**src/rtl/hdmi_frame_scheduler_if.sv**
```systemverilog
// rtl/hdmi_frame_scheduler_if.sv - control pulses and renderer/HDMI-sink handshake bundle
interface hdmi_frame_scheduler_if;
    logic        start_req;
    logic        abort_req;
    logic        render_start;
    logic        render_done;
    logic        crc_valid;
    logic [31:0] crc_in;

    modport master (
        input  start_req,
        input  abort_req,
        input  render_done,
        input  crc_valid,
        input  crc_in,
        output render_start
    );

    modport slave (
        output start_req,
        output abort_req,
        output render_done,
        output crc_valid,
        output crc_in,
        input  render_start
    );
endinterface

```
**src/rtl/hdmi_frame_scheduler.sv**
```systemverilog
// rtl/hdmi_frame_scheduler.sv - frame launch/completion sequencer with CRC check and watchdog
module hdmi_frame_scheduler #(
    parameter int TIMEOUT_W = 24,
    parameter int CNT_W     = 16
) (
    input  logic                 clk,
    input  logic                 rst,
    input  logic                 cfg_enable,
    input  logic                 cfg_continuous,
    input  logic [CNT_W-1:0]     cfg_frame_budget,
    input  logic [TIMEOUT_W-1:0] cfg_timeout,
    input  logic                 cfg_check_en,
    input  logic [31:0]          cfg_golden_crc,
    hdmi_frame_scheduler_if.master bus,
    output logic                 busy,
    output logic [2:0]           state_o,
    output logic [CNT_W-1:0]     frames_done,
    output logic [CNT_W-1:0]     mismatch_count,
    output logic [31:0]          crc_last,
    output logic                 crc_ok,
    output logic                 timeout_flag,
    output logic                 irq_pulse
);

    typedef enum logic [2:0] {
        S_IDLE        = 3'd0,
        S_LAUNCH      = 3'd1,
        S_WAIT_RENDER = 3'd2,
        S_WAIT_SCAN   = 3'd3,
        S_DONE        = 3'd4,
        S_ERROR       = 3'd5
    } state_t;

    state_t               state, state_next;
    logic [TIMEOUT_W-1:0] wd_cnt;
    logic [CNT_W-1:0]     run_count;
    logic [CNT_W-1:0]     run_next;
    logic                 crc_pending;
    logic [31:0]          crc_hold;
    logic                 expire;
    logic                 relaunch;
    logic                 irq_q;

    always_comb begin
        run_next   = run_count + CNT_W'(1);
        expire     = (cfg_timeout != '0) && (wd_cnt == cfg_timeout - TIMEOUT_W'(1));
        relaunch   = cfg_continuous && cfg_enable &&
                     ((cfg_frame_budget == '0) || (run_next < cfg_frame_budget));
        state_next = state;
        case (state)
            S_IDLE:        if (bus.start_req && cfg_enable) state_next = S_LAUNCH;
            S_LAUNCH:      state_next = S_WAIT_RENDER;
            // A completing event on the expiry cycle takes precedence over the watchdog.
            S_WAIT_RENDER: begin
                if (bus.render_done)
                    state_next = (crc_pending || bus.crc_valid) ? S_DONE : S_WAIT_SCAN;
                else if (expire)
                    state_next = S_ERROR;
            end
            S_WAIT_SCAN: begin
                if (bus.crc_valid)
                    state_next = S_DONE;
                else if (expire)
                    state_next = S_ERROR;
            end
            S_DONE:        state_next = relaunch ? S_LAUNCH : S_IDLE;
            S_ERROR:       if (bus.start_req) state_next = cfg_enable ? S_LAUNCH : S_IDLE;
            default:       state_next = S_IDLE;
        endcase
        if (bus.abort_req)
            state_next = S_IDLE;
    end

    always_ff @(posedge clk or posedge rst) begin
        if (rst)
            state <= S_IDLE;
        else
            state <= state_next;
    end

    always_ff @(posedge clk or posedge rst) begin
        if (rst) begin
            wd_cnt         <= '0;
            run_count      <= '0;
            crc_pending    <= 1'b0;
            crc_hold       <= '0;
            frames_done    <= '0;
            mismatch_count <= '0;
            crc_last       <= '0;
            crc_ok         <= 1'b1;
            timeout_flag   <= 1'b0;
            irq_q          <= 1'b0;
        end else if (bus.abort_req) begin
            run_count      <= '0;
            crc_pending    <= 1'b0;
            frames_done    <= '0;
            mismatch_count <= '0;
            crc_ok         <= 1'b1;
            timeout_flag   <= 1'b0;
            irq_q          <= 1'b0;
        end else begin
            irq_q <= (state_next == S_DONE) || (state_next == S_ERROR && state != S_ERROR);
            case (state)
                S_IDLE: if (bus.start_req && cfg_enable) run_count <= '0;
                S_LAUNCH: begin
                    wd_cnt <= '0;
                    if (bus.crc_valid) begin
                        crc_pending <= 1'b1;
                        crc_hold    <= bus.crc_in;
                    end
                end
                S_WAIT_RENDER, S_WAIT_SCAN: begin
                    wd_cnt <= wd_cnt + TIMEOUT_W'(1);
                    if (bus.crc_valid) begin
                        crc_pending <= 1'b1;
                        crc_hold    <= bus.crc_in;
                    end
                    if (state_next == S_ERROR)
                        timeout_flag <= 1'b1;
                end
                S_DONE: begin
                    frames_done <= frames_done + CNT_W'(1);
                    run_count   <= run_next;
                    crc_last    <= crc_hold;
                    crc_pending <= 1'b0;
                    if (cfg_check_en) begin
                        crc_ok <= (crc_hold == cfg_golden_crc);
                        if (crc_hold != cfg_golden_crc && mismatch_count != '1)
                            mismatch_count <= mismatch_count + CNT_W'(1);
                    end else begin
                        crc_ok <= 1'b1;
                    end
                end
                // A stale pending CRC from the timed-out frame must not complete the relaunch.
                S_ERROR: if (bus.start_req) begin
                    timeout_flag <= 1'b0;
                    run_count    <= '0;
                    crc_pending  <= 1'b0;
                end
                default: ;
            endcase
        end
    end

    assign bus.render_start = (state == S_LAUNCH);
    assign busy             = (state != S_IDLE) && (state != S_ERROR);
    assign state_o          = state;
    assign irq_pulse        = irq_q;

endmodule

```
**src/flat_wrapper.sv**
```systemverilog
// flat-port wrapper written by rule: the top's interface ports become plain ports
module hdmi_frame_scheduler_flat 
#(
    parameter int TIMEOUT_W = 24,
    parameter int CNT_W     = 16
)
  (clk, rst, cfg_enable, cfg_continuous, cfg_frame_budget, cfg_timeout, cfg_check_en, cfg_golden_crc, busy, state_o, frames_done, mismatch_count, crc_last, crc_ok, timeout_flag, irq_pulse, bus_start_req, bus_abort_req, bus_render_done, bus_crc_valid, bus_crc_in, bus_render_start);
  hdmi_frame_scheduler_if bus_i ();
  input  logic clk;
  input  logic rst;
  input  logic cfg_enable;
  input  logic cfg_continuous;
  input  logic [CNT_W-1:0] cfg_frame_budget;
  input  logic [TIMEOUT_W-1:0] cfg_timeout;
  input  logic cfg_check_en;
  input  logic [31:0] cfg_golden_crc;
  output logic busy;
  output logic [2:0] state_o;
  output logic [CNT_W-1:0] frames_done;
  output logic [CNT_W-1:0] mismatch_count;
  output logic [31:0] crc_last;
  output logic crc_ok;
  output logic timeout_flag;
  output logic irq_pulse;
  input wire logic [$bits(bus_i.start_req)-1:0] bus_start_req;
  input wire logic [$bits(bus_i.abort_req)-1:0] bus_abort_req;
  input wire logic [$bits(bus_i.render_done)-1:0] bus_render_done;
  input wire logic [$bits(bus_i.crc_valid)-1:0] bus_crc_valid;
  input wire logic [$bits(bus_i.crc_in)-1:0] bus_crc_in;
  output wire logic [$bits(bus_i.render_start)-1:0] bus_render_start;
  assign bus_i.start_req = bus_start_req;
  assign bus_i.abort_req = bus_abort_req;
  assign bus_i.render_done = bus_render_done;
  assign bus_i.crc_valid = bus_crc_valid;
  assign bus_i.crc_in = bus_crc_in;
  assign bus_render_start = bus_i.render_start;
  hdmi_frame_scheduler #(.TIMEOUT_W(TIMEOUT_W), .CNT_W(CNT_W)) u_core (.clk(clk), .rst(rst), .cfg_enable(cfg_enable), .cfg_continuous(cfg_continuous), .cfg_frame_budget(cfg_frame_budget), .cfg_timeout(cfg_timeout), .cfg_check_en(cfg_check_en), .cfg_golden_crc(cfg_golden_crc), .bus(bus_i), .busy(busy), .state_o(state_o), .frames_done(frames_done), .mismatch_count(mismatch_count), .crc_last(crc_last), .crc_ok(crc_ok), .timeout_flag(timeout_flag), .irq_pulse(irq_pulse));
endmodule
```
**config.mk**
```make
export PLATFORM = sky130hd
export DESIGN_NAME = hdmi_frame_scheduler_flat
export DESIGN_NICKNAME = d
export VERILOG_FILES = /design/src/rtl/hdmi_frame_scheduler_if.sv /design/src/rtl/hdmi_frame_scheduler.sv /design/src/flat_wrapper.sv
export SDC_FILE = /design/constraint.sdc
export NUM_CORES = 1
export LEC_CHECK = 0
export BUFFER_PORTS_ARGS = -buffer_cell sky130_fd_sc_hd__buf_4
export CORE_MARGIN = 2
export CORE_UTILIZATION = 50
export CTS_CLUSTER_SIZE = 20
export DETAILED_ROUTE_END_ITERATION = 16
export GPL_TIMING_DRIVEN = 0
export MAX_ROUTING_LAYER = met4
export PLACE_DENSITY = 0.75
export SYNTH_ARGS = -nofsm -noshare
export SYNTH_HDL_FRONTEND = slang
export SYNTH_SLANG_ARGS = --single-unit
```
**constraint.sdc**
```tcl
create_clock -name clk -period 7 [get_ports clk]
set_clock_uncertainty 0.05 [all_clocks]
set_input_delay 0.7 -clock clk [delete_from_list [all_inputs] [get_ports clk]]
set_output_delay 0.7 -clock clk [all_outputs]
set_load 0.01 [all_outputs]
```
==> impl_metrics.prom, run 1 <==
# TYPE chip_impl_metric gauge
chip_impl_info{name="synth_top_cells_by_area",value="sky130_fd_sc_hd__dfrtp_1, sky130_fd_sc_hd__xnor2_1, sky130_fd_sc_hd__nand2_1, sky130_fd_sc_hd__xor2_1, sky130_fd_sc_hd__mux2_2"} 1
chip_impl_metric{name="ioPinCount",unit=""} 185
chip_impl_metric{name="std_cell_rows",unit=""} 46
chip_impl_metric{name="worstMarginPinSlew",unit="ps"} 762
chip_impl_metric{name="post-synth-top-area-fraction",unit="%"} 44.2
chip_impl_metric{name="hpwl",unit="microns"} 15200
chip_impl_info{name="post-synth-top-area-cell",value="sky130_fd_sc_hd__dfrtp_1"} 1
chip_impl_info{name="cts_tree",value="built"} 1
chip_impl_metric{name="cts-buffers-inserted",unit=""} 17
chip_impl_metric{name="gp_congestion",unit=""} 0.849
chip_impl_metric{name="number_of_global_route_vias_before_repair",unit=""} 6770
chip_impl_info{name="synth.most_common_cell",value="sky130_fd_sc_hd__nand2_1"} 1
chip_impl_metric{name="post-route-period-util",unit="%"} 51.9
chip_impl_metric{name="pre_cts_slack",unit="ps"} 3180
chip_impl_metric{name="synth-edff-count",unit=""} 0
chip_impl_metric{name="grt_pass1_wl",unit="microns"} 32700
chip_impl_info{name="critical_path.most_common_cell",value="sky130_fd_sc_hd__and3_1"} 1
chip_impl_metric{name="worst_hold_slack",unit="ps"} 254
chip_impl_metric{name="slowest_delay",unit="ps"} 460
chip_impl_metric{name="detail-route-antenna-nets",unit=""} 0
chip_impl_metric{name="htree_num_levels",unit=""} 4
chip_impl_info{name="timing.hold.worst.class",value="in2async"} 1
chip_impl_metric{name="die_y",unit="microns"} 131
chip_impl_metric{name="layout_min_cycle_time",unit="ps"} 3630
chip_impl_metric{name="setup-tns-final",unit="ps"} 0
chip_impl_metric{name="wl_per_cell",unit="microns"} 15.8
chip_impl_metric{name="clock_path_buffers",unit=""} 2
chip_impl_metric{name="netlist_area",unit="sq um"} 8050
chip_impl_info{name="synthTopCellsByCount",value="sky130_fd_sc_hd__nand2_1, sky130_fd_sc_hd__dfrtp_1, sky130_fd_sc_hd__nor2_1"} 1
chip_impl_metric{name="drt-initial-drc-count",unit=""} 458
chip_impl_metric{name="vdd_drop_max",unit="mV"} 0.234
chip_impl_metric{name="cp_max_fo",unit=""} 6
chip_impl_metric{name="cts_hold_buf",unit=""} 0
chip_impl_metric{name="power.leakage",unit="nW"} 4.96
chip_impl_info{name="critical_path.endpoint_type",value="register"} 1
chip_impl_info{name="worstPathCellList",value="nand3_1 -> nor3_1 -> and3_1 -> and3_1 -> and3_1 -> and3_1 -> xor2_1 -> ha_1 -> nand4_1 -> a211o_1 -> o211ai_1 -> a21oi_1 -> a21oi_1 -> o31ai_2"} 1
chip_impl_metric{name="worst_slack",unit="ps"} 3370
chip_impl_metric{name="floorplan.initialDensity",unit="%"} 50.8
chip_impl_metric{name="dieWidth",unit="microns"} 131
chip_impl_metric{name="synthesis_stage_register_bit_count",unit=""} 143
chip_impl_metric{name="crit_arrival",unit="ps"} 3870
chip_impl_metric{name="antenna_found_initial",unit=""} 0
chip_impl_info{name="clock_tree.root_cell",value="sky130_fd_sc_hd__clkbuf_16"} 1
chip_impl_metric{name="drt_pass1_iterations",unit=""} 5
chip_impl_metric{name="worst-path-buf-inv",unit=""} 0
chip_impl_metric{name="placement.io_buffers",unit=""} 184
chip_impl_metric{name="global_route_total_overflow",unit=""} 0
chip_impl_metric{name="clock_sink_count",unit=""} 143
chip_impl_metric{name="fmax",unit="MHz"} 275
chip_impl_metric{name="critical_path_required",unit="ps"} 7240
chip_impl_metric{name="hold_viol_final",unit=""} 0
chip_impl_metric{name="relSlewSlack",unit="%"} 49.0
chip_impl_info{name="cp_top_family",value="simple AND/OR/NAND/NOR gates"} 1
chip_impl_metric{name="seq_area_frac_synth",unit="%"} 44.5
chip_impl_metric{name="reg2reg_slack",unit="ps"} 3370
chip_impl_metric{name="synthesis.instances",unit=""} 874
chip_impl_metric{name="power.density",unit="nW/um^2"} 270
chip_impl_metric{name="coreArea",unit="sq um"} 15800
chip_impl_metric{name="diodes",unit=""} 0
chip_impl_metric{name="drc_violation_count_after_routing",unit=""} 0
chip_impl_info{name="cp_slowest_cell",value="sky130_fd_sc_hd__nor3_1"} 1
chip_impl_metric{name="vias_per_cell",unit=""} 5.40
chip_impl_metric{name="timing_max_transition_violations_final",unit=""} 0
chip_impl_metric{name="synthArstFlopShare",unit="%"} 100
chip_impl_metric{name="routed_wl",unit="microns"} 20700
chip_impl_metric{name="synthDistinctLibCells",unit=""} 57
chip_impl_metric{name="vias",unit=""} 7056
chip_impl_metric{name="clock_transition_at_the_register_clock_pins_on_the_worst_setup_and_hold_paths_after_cts",unit="ps"} 60
chip_impl_info{name="unrepaired_setup_endpoints_after_global_routing",value="no"} 1
chip_impl_metric{name="syn-mean-instance-area",unit="sq um"} 9.21
chip_impl_metric{name="postcts_resize_cnt",unit=""} 0
chip_impl_metric{name="cts_setup_buffers",unit=""} 0
chip_impl_metric{name="dieArea",unit="sq um"} 17100
chip_impl_metric{name="final_layout_size_suffix_gt1_share",unit="%"} 23.8
chip_impl_metric{name="gr-usage-all-layers",unit="%"} 25.3
chip_impl_info{name="run_status",value="completed"} 1
chip_impl_metric{name="syn-num-nets",unit=""} 1007
chip_impl_metric{name="pin_count_of_the_biggest_net_entering_global_routing",unit=""} 97
chip_impl_metric{name="final-setup-viol-count",unit=""} 0
chip_impl_info{name="worst_setup_path_start_kind",value="register"} 1
chip_impl_metric{name="area_growth_syn_to_layout",unit="%"} 28.7
chip_impl_metric{name="report.power.total",unit="mW"} 2.79
chip_impl_info{name="critical_path_class",value="reg2reg"} 1
chip_impl_metric{name="cap_viol_max_count",unit=""} 0
chip_impl_metric{name="final_nets",unit=""} 1211
chip_impl_metric{name="clk_latency",unit="ps"} 420
chip_impl_info{name="dominant_register_cell_in_the_synthesized_netlist",value="sky130_fd_sc_hd__dfrtp_1"} 1
chip_impl_metric{name="final_core_area_utilization",unit="%"} 65.4
chip_impl_metric{name="yosys_warning_total",unit=""} 0
-- area by class of cell --
type                    count  area [sq um]
plain buffers              30           123
clock inverters            12           181
well taps                 216           270
clock buffers              19           443
inverters                  31           121
flip-flops and latches    143          3580
fillers                  1314          5470
multi-input cells         670          4230
repair buffers            185          1410
-- flip-flops by register name, summed over array words and instances, names as in the netlist --
register and flops:
u_core.state_o 3, u_core.mismatch_count 16, u_core.timeout_flag 1, u_core.crc_pending 1
u_core.crc_last 32, u_core.wd_cnt 24, u_core.crc_ok 1, u_core.run_count 16
u_core.irq_pulse 1, u_core.frames_done 16, u_core.crc_hold 32
-- layout by cell type (no fill, tap or decap), types with 8 or more instances in the layout --
cell type                   Yosys  layout
sky130_fd_sc_hd__nor2_1        79      79
sky130_fd_sc_hd__ha_1          20      20
sky130_fd_sc_hd__clkbuf_1      23      24
sky130_fd_sc_hd__and3_1        17      17
sky130_fd_sc_hd__nand3_1       25      25
sky130_fd_sc_hd__a21oi_1       30      30
sky130_fd_sc_hd__dfrtp_1      142     142
sky130_fd_sc_hd__nand4_1       22      22
sky130_fd_sc_hd__nand2_1      148     148
sky130_fd_sc_hd__o21ai_0       35      35
sky130_fd_sc_hd__buf_4          0     184
sky130_fd_sc_hd__or3_1         17      17
sky130_fd_sc_hd__a22o_1         8       8
sky130_fd_sc_hd__xnor2_1       72      72
sky130_fd_sc_hd__clkbuf_16      0      17
sky130_fd_sc_hd__nor3_1        25      25
sky130_fd_sc_hd__mux2_2        32      32
sky130_fd_sc_hd__nor4_1        14      14
sky130_fd_sc_hd__xor2_1        44      44
sky130_fd_sc_hd__inv_1         30      29
sky130_fd_sc_hd__nor2b_1       11      11
-- worst paths after layout --
kind                                startpoint                  end  cells past startpoint
max                        u_core.run_count[0]  u_core.timeout_flag                     14
min                                        rst  u_core.crc_hold[11]                      2
max reg2reg                u_core.run_count[0]  u_core.timeout_flag                     14
min reg2reg                u_core.crc_last[30]  u_core.crc_last[30]                      2
max in group asynchronous                  rst    u_core.wd_cnt[21]                      3
min in group clk           u_core.crc_last[30]  u_core.crc_last[30]                      2
-- logic make-up (layout without fill, tap and decap cells) --
family,count (synthesis),in the layout,synth area share [%]
compound gates,114,114,9.18
xor+xnor,116,116,12.6
fa+ha+maj,20,20,3.11
buf+inv,61,277,2.97
flops,143,143,44.5
mux,37,37,5.10
simple gates,383,383,22.5
-- metrics by stage --
| stage | cell area, sq um | std cells |
|---|---|---|
| 6_report | 10400 | 1306 |
| 3_3_place_gp | 9700 | 1274 |
| 4_1_cts | 10400 | 1306 |
| 2_1_floorplan | 8050 | 874 |
| 3_5_place_dp | 9730 | 1275 |
| 5_1_grt | 10400 | 1306 |
-- worst register-to-register path, cell delays in order, from the launching register on --
cell and delay (ps):
sky130_fd_sc_hd__dfrtp_1 440, sky130_fd_sc_hd__nand3_1 120, sky130_fd_sc_hd__nor3_1 460, sky130_fd_sc_hd__and3_1 310, sky130_fd_sc_hd__and3_1 250, sky130_fd_sc_hd__and3_1 250, sky130_fd_sc_hd__and3_1 240, sky130_fd_sc_hd__xor2_1 110
sky130_fd_sc_hd__ha_1 300, sky130_fd_sc_hd__nand4_1 130, sky130_fd_sc_hd__a211o_1 260, sky130_fd_sc_hd__o211ai_1 150, sky130_fd_sc_hd__a21oi_1 100, sky130_fd_sc_hd__a21oi_1 240, sky130_fd_sc_hd__o31ai_2 110
-- power breakdown --
group	switching (mW)	internal, mW	leakage (nW)
clock	0.353	0.607	0.304
sequential	0.158	1.01	1.91
combinational	0.305	0.358	2.74
total	0.815	1.98	4.96
-- metal layers --
metal / part of all wire [%] / global-route usage (%) / vias to the layer above / wire length [microns]
li1: - / - / 3430 / -
met1: 44 / 31.6 / 3401 / 9020
met2: 49 / 40.7 / 198 / 10100
met3: 6.0 / 6.35 / 27 / 1240
met4: 1.6 / 8.07 / 0 / 324
met5: 0 / - / - / 0
(Power assumes the default switching activity.)
==> inputs of run 2 (changes only) <==
==> constraint.sdc (replaced) <==
create_clock -name clk -period 3.79 [get_ports clk]
set_clock_uncertainty 0.05 [all_clocks]
set_input_delay 0.379 -clock clk [delete_from_list [all_inputs] [get_ports clk]]
set_output_delay 0.379 -clock clk [all_outputs]
set_load 0.01 [all_outputs]
==> impl_metrics.prom, run 2 (same netlist as run 1, synthesis figures left out) <==
# TYPE chip_impl_metric gauge
chip_impl_info{name="run_status",value="completed"} 1
chip_impl_info{name="worst_setup_path_start_kind",value="register"} 1
chip_impl_info{name="timing.hold.worst.class",value="in2reg"} 1
chip_impl_metric{name="vias",unit=""} 6991
chip_impl_metric{name="cp_max_fo",unit=""} 6
chip_impl_metric{name="hold_viol_final",unit=""} 0
chip_impl_metric{name="drt_pass1_iterations",unit=""} 4
chip_impl_metric{name="crit_arrival",unit="ps"} 3720
chip_impl_metric{name="post-route-period-util",unit="%"} 91.0
chip_impl_metric{name="clock_path_buffers",unit=""} 2
chip_impl_metric{name="critical_path_required",unit="ps"} 4060
chip_impl_metric{name="timing_max_transition_violations_final",unit=""} 0
chip_impl_metric{name="worstMarginPinSlew",unit="ps"} 761
chip_impl_metric{name="std_cell_rows",unit=""} 46
chip_impl_info{name="clock_tree.root_cell",value="sky130_fd_sc_hd__clkbuf_16"} 1
chip_impl_metric{name="placement.io_buffers",unit=""} 184
chip_impl_metric{name="power.leakage",unit="nW"} 4.96
chip_impl_metric{name="htree_num_levels",unit=""} 4
chip_impl_metric{name="fmax",unit="MHz"} 290
chip_impl_metric{name="hpwl",unit="microns"} 15700
chip_impl_info{name="cts_tree",value="built"} 1
chip_impl_metric{name="final-setup-viol-count",unit=""} 0
chip_impl_metric{name="detail-route-antenna-nets",unit=""} 0
chip_impl_metric{name="number_of_global_route_vias_before_repair",unit=""} 6975
chip_impl_metric{name="clock_sink_count",unit=""} 143
chip_impl_metric{name="cts-buffers-inserted",unit=""} 17
chip_impl_metric{name="routed_wl",unit="microns"} 20800
chip_impl_metric{name="power.density",unit="nW/um^2"} 484
chip_impl_metric{name="worst_hold_slack",unit="ps"} 138
chip_impl_info{name="reg_top3",value="u_core.crc_hold x32, u_core.crc_last x32, u_core.wd_cnt x24"} 1
chip_impl_info{name="critical_path.endpoint_type",value="register"} 1
chip_impl_metric{name="gr-usage-all-layers",unit="%"} 25.8
chip_impl_metric{name="cts_setup_buffers",unit=""} 0
chip_impl_metric{name="drc_violation_count_after_routing",unit=""} 0
chip_impl_metric{name="wl_per_cell",unit="microns"} 15.8
chip_impl_metric{name="layout_min_cycle_time",unit="ps"} 3450
chip_impl_metric{name="grt_pass1_wl",unit="microns"} 33500
chip_impl_metric{name="area_growth_syn_to_layout",unit="%"} 29.1
chip_impl_metric{name="vdd_drop_max",unit="mV"} 0.486
chip_impl_metric{name="die_y",unit="microns"} 131
chip_impl_metric{name="ioPinCount",unit=""} 185
chip_impl_metric{name="relSlewSlack",unit="%"} 49.1
chip_impl_metric{name="coreArea",unit="sq um"} 15800
chip_impl_metric{name="drt-initial-drc-count",unit=""} 384
chip_impl_info{name="final_cell_mix",value="sky130_fd_sc_hd__buf_4, sky130_fd_sc_hd__nand2_1, sky130_fd_sc_hd__dfrtp_1"} 1
chip_impl_metric{name="vias_per_cell",unit=""} 5.33
chip_impl_metric{name="dieWidth",unit="microns"} 131
chip_impl_metric{name="gp_congestion",unit=""} 0.863
chip_impl_metric{name="cap_viol_max_count",unit=""} 0
chip_impl_metric{name="diodes",unit=""} 0
chip_impl_metric{name="floorplan.initialDensity",unit="%"} 50.8
chip_impl_metric{name="dieArea",unit="sq um"} 17100
chip_impl_info{name="critical_path_class",value="reg2reg"} 1
chip_impl_metric{name="clk_latency",unit="ps"} 420
chip_impl_metric{name="report.power.total",unit="mW"} 5.03
chip_impl_info{name="unrepaired_setup_endpoints_after_global_routing",value="no"} 1
chip_impl_metric{name="antenna_found_initial",unit=""} 0
chip_impl_metric{name="pin_count_of_the_biggest_net_entering_global_routing",unit=""} 42
chip_impl_metric{name="final_nets",unit=""} 1215
chip_impl_metric{name="final_layout_size_suffix_gt1_share",unit="%"} 23.9
chip_impl_metric{name="global_route_total_overflow",unit=""} 0
chip_impl_info{name="final_common_cell",value="sky130_fd_sc_hd__buf_4"} 1
chip_impl_metric{name="clock_transition_at_the_register_clock_pins_on_the_worst_setup_and_hold_paths_after_cts",unit="ps"} 60
chip_impl_metric{name="setup-tns-final",unit="ps"} 0
## run 2: changes by cell type in the layout (fill, tap and decap cells not counted)
cell	previous run	this run
sky130_fd_sc_hd__inv_6	4	3
sky130_fd_sc_hd__clkbuf_1	24	26
sky130_fd_sc_hd__buf_12	0	3
sky130_fd_sc_hd__clkinv_2	2	1
sky130_fd_sc_hd__dlygate4sd3_1	0	1
sky130_fd_sc_hd__bufinv_16	4	2
sky130_fd_sc_hd__nor3_1	25	24
sky130_fd_sc_hd__clkinv_4	2	3
sky130_fd_sc_hd__clkinvlp_4	1	3
sky130_fd_sc_hd__nor3_2	0	1
## run 2: per-stage QoR
stage / cells / worst slack (ps) / utilization, % / area, sq um
CTS: 1311 / 214 / 65.6 / 10400
global route: 1311 / 83.5 / 65.6 / 10400
finish: 1311 / 341 / 65.6 / 10400
floorplan: 874 / 757 / - / 8050
detailed placement: 1278 / 255 / 61.8 / 9790
global placement: 1274 / 276 / 61.3 / 9700
## run 2: layout make-up
cell class / instances / area, sq um
fillers: 1344 / 5440
multi-input cells: 670 / 4230
flip-flops and latches: 143 / 3580
repair buffers: 189 / 1480
clock buffers: 21 / 450
well taps: 216 / 270
clock inverters: 11 / 133
plain buffers: 30 / 123
inverters: 31 / 120
## run 2: path summary, 6_finish.rpt
| path | start | to | slack [ps] | cells past startpoint |
|---|---|---|---|---|
| setup / recovery | u_core.run_count[0] | u_core.timeout_flag | 340 | 15 |
| hold / removal | bus_crc_in[0] | u_core.crc_hold[0] | 140 | 2 |
| setup reg to reg | u_core.run_count[0] | u_core.timeout_flag | 340 | 15 |
| hold reg to reg | u_core.crc_last[18] | u_core.crc_last[18] | 430 | 2 |
| max in group asynchronous | rst | u_core.crc_ok | 2300 | 5 |
| min in group asynchronous | rst | u_core.crc_hold[6] | 550 | 3 |
## run 2: timing repair
item / in CTS / in global routing
gates resized for setup: 0 / 1
hold buffers: 1 / 0
hold endpoints to repair: 24 / 0
setup endpoints to repair: 0 / 2
## run 2: per-layer routing
layer | global-route usage (%) | part of all wire (%)
met1 | 31.2 | 43
met2 | 42.8 | 49
met5 | - | 0
met3 | 7.90 | 6.3
met4 | 5.88 | 1.2
## run 2: report_power, final
group | leakage, nW | switching, mW | total [mW] | internal (mW)
clock network | 0.279 | 0.657 | 1.65 | 0.995
registers | 1.91 | 0.286 | 2.15 | 1.87
logic | 2.77 | 0.558 | 1.23 | 0.667
## run 2: worst max-delay path, cell delays in order, from the launching register on
cell and delay (ps):
sky130_fd_sc_hd__dfrtp_1 440, sky130_fd_sc_hd__ha_1 220, sky130_fd_sc_hd__nand3_1 130, sky130_fd_sc_hd__nor2_1 190, sky130_fd_sc_hd__and3_1 260, sky130_fd_sc_hd__and3_1 250
sky130_fd_sc_hd__and3_1 260, sky130_fd_sc_hd__nand3_1 110, sky130_fd_sc_hd__xnor2_1 240, sky130_fd_sc_hd__ha_1 290, sky130_fd_sc_hd__a21o_1 160, sky130_fd_sc_hd__a21oi_1 130
sky130_fd_sc_hd__o211ai_1 140, sky130_fd_sc_hd__a21oi_1 150, sky130_fd_sc_hd__a21oi_1 70, sky130_fd_sc_hd__o31ai_2 260
==> inputs of run 3 (changes only) <==
--- a/config.mk
+++ b/config.mk
@@ -8,6 +8,7 @@
 export BUFFER_PORTS_ARGS = -buffer_cell sky130_fd_sc_hd__buf_4
 export CORE_MARGIN = 2
 export CORE_UTILIZATION = 50
+export CTS_BUF_LIST = sky130_fd_sc_hd__clkbuf_8
 export CTS_CLUSTER_SIZE = 20
 export DETAILED_ROUTE_END_ITERATION = 16
 export GPL_TIMING_DRIVEN = 0
==> impl_metrics.prom, run 3 (same netlist as run 1, synthesis figures left out) <==
# TYPE chip_impl_metric gauge
chip_impl_metric{name="worstMarginPinSlew",unit="ps"} 769
chip_impl_metric{name="power.density",unit="nW/um^2"} 449
chip_impl_info{name="final_cell_mix",value="sky130_fd_sc_hd__buf_4, sky130_fd_sc_hd__nand2_1, sky130_fd_sc_hd__dfrtp_1"} 1
chip_impl_metric{name="coreArea",unit="sq um"} 15800
chip_impl_metric{name="fmax",unit="MHz"} 289
chip_impl_metric{name="relSlewSlack",unit="%"} 48.6
chip_impl_metric{name="power.leakage",unit="nW"} 4.88
chip_impl_info{name="final_common_cell",value="sky130_fd_sc_hd__buf_4"} 1
chip_impl_metric{name="min_path_cells",unit=""} 2
chip_impl_metric{name="clk_latency",unit="ps"} 450
chip_impl_metric{name="cts_setup_buffers",unit=""} 0
chip_impl_metric{name="worst_hold_slack",unit="ps"} 106
chip_impl_metric{name="gp_congestion",unit=""} 0.863
chip_impl_metric{name="clock_transition_at_the_register_clock_pins_on_the_worst_setup_and_hold_paths_after_cts",unit="ps"} 80
chip_impl_metric{name="drc_violation_count_after_routing",unit=""} 0
chip_impl_info{name="run_status",value="completed"} 1
chip_impl_metric{name="vias",unit=""} 6951
chip_impl_metric{name="ioPinCount",unit=""} 185
chip_impl_metric{name="drt-initial-drc-count",unit=""} 396
chip_impl_metric{name="wl_per_cell",unit="microns"} 15.6
chip_impl_metric{name="worst-path-buf-inv",unit=""} 0
chip_impl_metric{name="crit_arrival",unit="ps"} 3760
chip_impl_metric{name="hpwl",unit="microns"} 15700
chip_impl_metric{name="clock_sink_count",unit=""} 143
chip_impl_metric{name="grt_use_met3",unit="%"} 7.45
chip_impl_metric{name="grt.met1_usage",unit="%"} 31.0
chip_impl_metric{name="vdd_drop_max",unit="mV"} 0.417
chip_impl_metric{name="final-setup-viol-count",unit=""} 0
chip_impl_metric{name="final_nets",unit=""} 1215
chip_impl_metric{name="htree_num_levels",unit=""} 4
chip_impl_metric{name="antenna_found_initial",unit=""} 0
chip_impl_metric{name="hold_viol_final",unit=""} 0
chip_impl_metric{name="routed_wl",unit="microns"} 20500
chip_impl_metric{name="post-route-period-util",unit="%"} 91.2
chip_impl_info{name="unrepaired_setup_endpoints_after_global_routing",value="no"} 1
chip_impl_metric{name="floorplan.initialDensity",unit="%"} 50.8
chip_impl_metric{name="dieWidth",unit="microns"} 131
chip_impl_metric{name="area_growth_syn_to_layout",unit="%"} 26.7
chip_impl_metric{name="layout_min_cycle_time",unit="ps"} 3460
chip_impl_metric{name="timing_max_transition_violations_final",unit=""} 0
chip_impl_metric{name="gr-usage-met2",unit="%"} 42.2
chip_impl_metric{name="critical_path_required",unit="ps"} 4090
chip_impl_metric{name="grt_pass1_wl",unit="microns"} 33100
chip_impl_info{name="worstPathCellList",value="ha_1 -> nand3_1 -> nor2_1 -> and3_1 -> and3_1 -> and3_1 -> nand3_1 -> xnor2_1 -> ha_1 -> a21o_1 -> a21oi_1 -> o211ai_1 -> a21oi_1 -> a21oi_1 -> o31ai_2"} 1
chip_impl_metric{name="std_cell_rows",unit=""} 46
chip_impl_metric{name="slowest_delay",unit="ps"} 450
chip_impl_metric{name="clock_path_buffers",unit=""} 2
chip_impl_metric{name="global_route_total_overflow",unit=""} 0
chip_impl_metric{name="cap_viol_max_count",unit=""} 0
chip_impl_metric{name="setup-tns-final",unit="ps"} 0
chip_impl_info{name="cp_slowest_cell",value="sky130_fd_sc_hd__dfrtp_1"} 1
chip_impl_metric{name="drt_pass1_iterations",unit=""} 4
chip_impl_metric{name="cts-buffers-inserted",unit=""} 17
chip_impl_info{name="worst_setup_path_start_kind",value="register"} 1
chip_impl_metric{name="crit_cells",unit=""} 15
chip_impl_info{name="cts_tree",value="built"} 1
chip_impl_info{name="reg_top3",value="u_core.crc_hold x32, u_core.crc_last x32, u_core.wd_cnt x24"} 1
chip_impl_info{name="timing.hold.worst.class",value="in2reg"} 1
chip_impl_info{name="busiest_layer",value="met2"} 1
chip_impl_metric{name="die_y",unit="microns"} 131
chip_impl_info{name="critical_path_class",value="reg2reg"} 1
chip_impl_info{name="clock_tree.root_cell",value="sky130_fd_sc_hd__clkbuf_8"} 1
chip_impl_metric{name="final_layout_size_suffix_gt1_share",unit="%"} 23.9
chip_impl_metric{name="diodes",unit=""} 0
chip_impl_metric{name="placement.io_buffers",unit=""} 184
chip_impl_metric{name="vias_per_cell",unit=""} 5.30
chip_impl_metric{name="number_of_global_route_vias_before_repair",unit=""} 6946
chip_impl_info{name="cp_top_family",value="simple AND/OR/NAND/NOR gates"} 1
chip_impl_metric{name="cp_max_fo",unit=""} 6
chip_impl_info{name="critical_path.endpoint_type",value="register"} 1
chip_impl_metric{name="detail-route-antenna-nets",unit=""} 0
chip_impl_metric{name="worst_r2r_path_depth",unit=""} 15
chip_impl_metric{name="gr-usage-all-layers",unit="%"} 25.6
chip_impl_metric{name="dieArea",unit="sq um"} 17100
chip_impl_metric{name="pin_count_of_the_biggest_net_entering_global_routing",unit=""} 42
## run 3: power breakdown
part / switching [mW] / total (mW) / internal (mW)
clock network: 0.600 / 1.20 / 0.602
registers: 0.283 / 2.15 / 1.86
logic: 0.557 / 1.22 / 0.667
## run 3: layout make-up
class	instances	area [sq um]
clock inverter	14	144
timing repair buffer	189	1480
tap	216	270
sequential	143	3580
fill	1372	5630
clock buffer	18	248
multi-input combinational	670	4230
inverter	31	120
buffer	30	123
## run 3: path summary, 6_finish.rpt
path	from	end	slack [ps]
max in group asynchronous	rst	u_core.crc_ok	2330
min in group asynchronous	rst	u_core.crc_hold[6]	510
setup reg to reg	u_core.run_count[0]	u_core.timeout_flag	330
setup / recovery	u_core.run_count[0]	u_core.timeout_flag	330
hold / removal	bus_crc_in[0]	u_core.crc_hold[0]	110
hold reg to reg	u_core.crc_last[18]	u_core.crc_last[18]	430
## run 3: worst reg2reg max path: stages (launching register included)
cell and delay (ps):
sky130_fd_sc_hd__dfrtp_1 450, sky130_fd_sc_hd__ha_1 220, sky130_fd_sc_hd__nand3_1 130, sky130_fd_sc_hd__nor2_1 190, sky130_fd_sc_hd__and3_1 260, sky130_fd_sc_hd__and3_1 250
sky130_fd_sc_hd__and3_1 260, sky130_fd_sc_hd__nand3_1 110, sky130_fd_sc_hd__xnor2_1 240, sky130_fd_sc_hd__ha_1 300, sky130_fd_sc_hd__a21o_1 160, sky130_fd_sc_hd__a21oi_1 130
sky130_fd_sc_hd__o211ai_1 130, sky130_fd_sc_hd__a21oi_1 150, sky130_fd_sc_hd__a21oi_1 80, sky130_fd_sc_hd__o31ai_2 260
## run 3: through the flow
stage               worst slack, ps  total power, mW  instance area, sq um  instances  util (%)
finish                          333             4.57                 10200       1311      64.4
global route                   72.9             4.85                 10200       1311      64.4
CTS                             203             4.62                 10200       1311      64.4
detailed placement              255             3.40                  9790       1278      61.8
global placement                276             3.35                  9700       1274      61.3
floorplan                       757             2.82                  8050        874         -
## run 3: per-layer routing
layer / up-vias / wire [microns]
li1: 3442 / -
met1: 3308 / 8750
met2: 185 / 10200
met3: 16 / 1360
met4: 0 / 186
met5: - / 0
## run 3: repair_timing
item                                   4_1_cts  5_1_grt
setup endpoints to repair                    0        2
gates resized for setup                      0        1
endpoints found under the hold margin       24        0
hold buffers                                 1        0
